===== config.mk =====
export PLATFORM = sky130hd
export DESIGN_NAME = mux_scan_reg
export DESIGN_NICKNAME = d
export VERILOG_FILES = /design/src/rtl/mux_scan_reg.sv
export SDC_FILE = /design/constraint.sdc
export NUM_CORES = 1
export LEC_CHECK = 0
export CORE_UTILIZATION = 54
export CTS_CLUSTER_DIAMETER = 30
export DETAILED_ROUTE_END_ITERATION = 8
export PLACE_DENSITY = 0.92
export SLEW_MARGIN = 20
export SYNTH_ARGS = -nofsm -noshare
export SYNTH_HDL_FRONTEND = slang
export SYNTH_SLANG_ARGS = --single-unit

===== constraint.sdc =====
create_clock -name clk -period 5.4 [get_ports clk]
set_input_delay 1.35 -clock clk [delete_from_list [all_inputs] [get_ports clk]]
set_output_delay 1.35 -clock clk [all_outputs]
set_load 0.01 [all_outputs]

===== src/rtl/mux_scan_reg.sv =====
// Registered N:1 channel multiplexer with manual select and round-robin scan.
// Define MUX_SCAN_DEBUG_EN to add the registered dbg status port.
module mux_scan_reg #(
  parameter int W     = 8,
  parameter int SEL_W = 2,
  parameter int DWELL = 4
) (
  input  logic                       clk,
  input  logic                       rst,
  input  logic [(2**SEL_W)*W-1:0]    in_bus,
  input  logic [SEL_W-1:0]           sel,
  input  logic                       sel_load,
  input  logic                       mode,
  input  logic                       en,
  output logic [W-1:0]               out,
  output logic                       out_valid,
  output logic [SEL_W-1:0]           cur_sel,
  output logic                       wrap
`ifdef MUX_SCAN_DEBUG_EN
  ,
  output logic [7:0]                 dbg
`endif
);

  localparam int N = 2**SEL_W;
  localparam logic [7:0] DWELL_LAST = 8'(DWELL - 1);
  localparam logic [SEL_W-1:0] LAST_CH = SEL_W'(N - 1);

  typedef enum logic [1:0] {
    IDLE   = 2'd0,
    MANUAL = 2'd1,
    SCAN   = 2'd2
  } state_t;

  state_t           state, state_nx;
  logic [7:0]       dwell_cnt, dwell_nx;
  logic [SEL_W-1:0] next_sel;
  logic             advance;

  // Next-state, select and dwell decode; only committed on enabled edges.
  // NOTE: every always_comb output gets a default first so no latch is inferred.
  always_comb begin
    state_nx = mode ? SCAN : MANUAL;
    // A coincident mode change to manual or a sel_load both suppress the advance.
    advance  = (state == SCAN) && mode && (dwell_cnt == DWELL_LAST) && !sel_load;

    next_sel = cur_sel;
    if (sel_load)
      next_sel = sel;
    else if (advance)
      next_sel = cur_sel + SEL_W'(1);

    dwell_nx = dwell_cnt;
    if (sel_load || advance || (state_nx == SCAN && state != SCAN))
      dwell_nx = '0;
    else if (state == SCAN && state_nx == SCAN)
      dwell_nx = dwell_cnt + 8'd1;
  end

  // NOTE: sequential state uses non-blocking assignments only.
  always_ff @(posedge clk) begin
    if (rst) begin
      state     <= IDLE;
      dwell_cnt <= '0;
      cur_sel   <= '0;
      out       <= '0;
      out_valid <= 1'b0;
      wrap      <= 1'b0;
    end else if (en) begin
      state     <= state_nx;
      dwell_cnt <= dwell_nx;
      cur_sel   <= next_sel;
      out       <= in_bus[int'(next_sel)*W +: W];
      out_valid <= 1'b1;
      wrap      <= advance && (cur_sel == LAST_CH);
    end else begin
      out_valid <= 1'b0;
      wrap      <= 1'b0;
    end
  end

`ifdef MUX_SCAN_DEBUG_EN
  // Status snapshot taken every cycle, independent of en.
  always_ff @(posedge clk) begin
    if (rst)
      dbg <= '0;
    else
      dbg <= {state, dwell_cnt[3:0], mode, en};
  end
`endif

endmodule


==> reports/results.txt <==
Sequential area share after synthesis: 0.216
RSZ-0062 raised after global routing: no
Dominant synthesized flop cell: dfxtp_1
Logic pwr share: 0.322
Leakage: 0.926 nW
ANT cells: 0
Rel. slew slack: 0.372
CP Capture Type: flip-flop
Vias in the first global route: 1905
Switch share: 0.291
Ys async rst share: 0
Net switching power: 0.000145 W
Most common cell after layout, fill and taps aside: clkdlybuf4s50_1
Power share of the clock group: 0.320
DRC viols: 0
Cell area after synthesis: 0.00204 mm2
Number of port buffers: 50
Max Fclk: 0.272 GHz
Final nets: 310
CTS Root Cell: clkbuf_8
Cell row count: 21
Final Max Slew Viols: 0
First-pass GRT wire length: 9160 um
Min cycle time layout: 3.67 ns
IO Count: 51
# hold bufs at CTS: 0
DR vias: 2046
Clock skew: 0.00248 ns
Die area: 0.00402 mm2
Post-Place Worst Slack: 1.55 ns
Nature of the critical path startpoint: input pin
Total global routing overflow: 0
Netlist cell types: 44
Initial antenna violation count: 0
Fin cells: 314
#FFs+latches synth: 22
Largest net degree at the start of global routing: 58
Initial drt markers: 203
CTS sink cnt: 22
Most frequent cells in the layout: clkdlybuf4s50_1 (49), a21oi_1 (25), dfxtp_1 (22)
Critical path arrival: 3.80 ns
Hold Path Cell Cnt: 2
Sequential Power Share: 0.358
Pwr per Cell Area: 194 mW/mm2
Layout Utilization: 0.736
Routed len/inst: 18.1 um
Die height: 63.4 um
Fraction of layout cells with a size suffix above 1: 0.149
ANT nets after route: 0
Synth warn: 0
Worst skew pair latency: 0.27 ns
Least-Margin Pin Slew: 0.939 ns
Internal: 0.000352 W
Global-route usage over all layers: 0.283
Vias per inst: 6.52
Initial cell density of the core: 0.588
Met2 WL: 2880 um
Post-Syn Nets: 271
CTS tree: yes
Synthesis-to-layout area growth: 25.3%
Final HPWL DP: 3830 um
Cts bufs inserted: 3
CP required: 5.53 ns
Placer Congestion: 0.872
CTS H-Tree Depth: 1
Metal-1 WL: 2310 um
Mean post-synth cell area: 8.86 um2
Final Total Pwr: 0.000497 W
Routed length on met3: 364 um
Clock slew at reported path FFs: 0.09 ns
Post-CTS Setup Repair Bufs: 0
Synth Instances: 230
Dpl cells: 310
Drt total wl: 5670 um
Hold crit path type: flip-flop to flip-flop
Core box area: 0.00347 mm2
Final worst setup slack: 1.73 ns
Setup CP Type: input pin to flip-flop
Post_cts resized: 0
Critical path peak fanout: 10
Die Span X: 63.4 um
Setup TNS: 0 ns
Peak supply drop: 0.000128 V
Finish-stage setup viols: 0
Clock Path Buffers: 2
DR top layer: met4
Max-cap viol count: 0
Tcrit/Tclk final: 0.680
Final hold violation count: 0
Router iterations before antenna repair: 4
Worst Reg2Reg Path Length in Cells: 6
Status: complete, no violations
Post-synth EDFFs: 0
==> metrics by stage <==
step	hold slack [ns]	cell area (um2)
3_5_place_dp	0.497	2480
5_1_grt	0.533	2550
2_1_floorplan	0.468	2040
4_1_cts	0.508	2550
3_3_place_gp	0.488	2480
6_report	0.504	2550
==> sequential cells by signal, summed over array words and instances (netlist names) <==
signal	count
cur_sel	2
state	2
out_valid	1
wrap	1
dwell_cnt	8
out	8
==> area by class of cell <==
cell class              count  area (um2)
multi-input cells         179        1430
fillers                   255         915
repair buffers             52         510
flip-flops and latches     22         440
well taps                  46        57.6
clock buffers               3        41.3
inverters                  11        41.3
clock inverters             1        30.0
==> metal layers <==
metal,vias to the layer above,GRT usage
met2,96,0.499
met4,0,0.0710
li1,955,-
met5,-,0
met3,16,0.0326
met1,979,0.360
==> synth_stat cells (all sizes together) (4+ instances only) <==
master,n,area (um2)
xor2,6,52.6
mux2i,20,200
dfxtp,22,440
o31ai,8,60.1
inv,11,41.3
o21ai,5,32.5
nand4,4,40.0
a21oi,26,141
mux2,16,180
nand2b,17,106
buf,13,108
clkbuf,5,22.5
nand3,4,20.0
nand2,10,37.5
o32ai,8,70.1
nor2,10,37.5
a2111oi,16,190
a211oi,8,60.1
==> logic make-up (layout without fill, tap and decap cells) <==
| group | Yosys count | count (layout) | synth area share |
|---|---|---|---|
| XOR/XNOR | 7 | 7 | 0.0301 |
| flip-flops | 22 | 22 | 0.216 |
| multiplexers | 36 | 36 | 0.187 |
| AO/OA/AOI/OAI | 77 | 77 | 0.300 |
| buffers and inverters | 29 | 67 | 0.0841 |
| AND/OR/NAND/NOR | 57 | 57 | 0.171 |
| adder cells (fa/ha/maj) | 2 | 2 | 0.0123 |
==> critical path, stage by stage <==
cell,delay [ns]
clkdlybuf4s50_1,0.54
or4b_1,0.68
o31a_1,0.37
o21a_4,0.29
a2111oi_2,0.41
o32ai_1,0.15
==> worst paths after layout <==
check | start | endpoint | slack [ns]
worst min-delay path | dwell_cnt[1]$_SDFFE_PP0P_ | dwell_cnt[1]$_SDFFE_PP0P_ | 0.50
worst min register to register | dwell_cnt[1]$_SDFFE_PP0P_ | dwell_cnt[1]$_SDFFE_PP0P_ | 0.50
worst max register to register | dwell_cnt[0]$_SDFFE_PP0P_ | out[6]$_SDFFE_PP0P_ | 2.53
worst max-delay path | mode | out[3]$_SDFFE_PP0P_ | 1.73
==> power by group through the flow <==
stage	clock, W	sequential [W]	combinational (W)
floorplan	0	0.000183	0.0000926
global placement	0	0.000181	0.000153
detailed placement	0	0.000181	0.000156
CTS	0.000159	0.000178	0.000158
global route	0.000168	0.000179	0.000171
finish	0.000159	0.000178	0.000160
No activity file was read; power rests on OpenSTA's default activity.
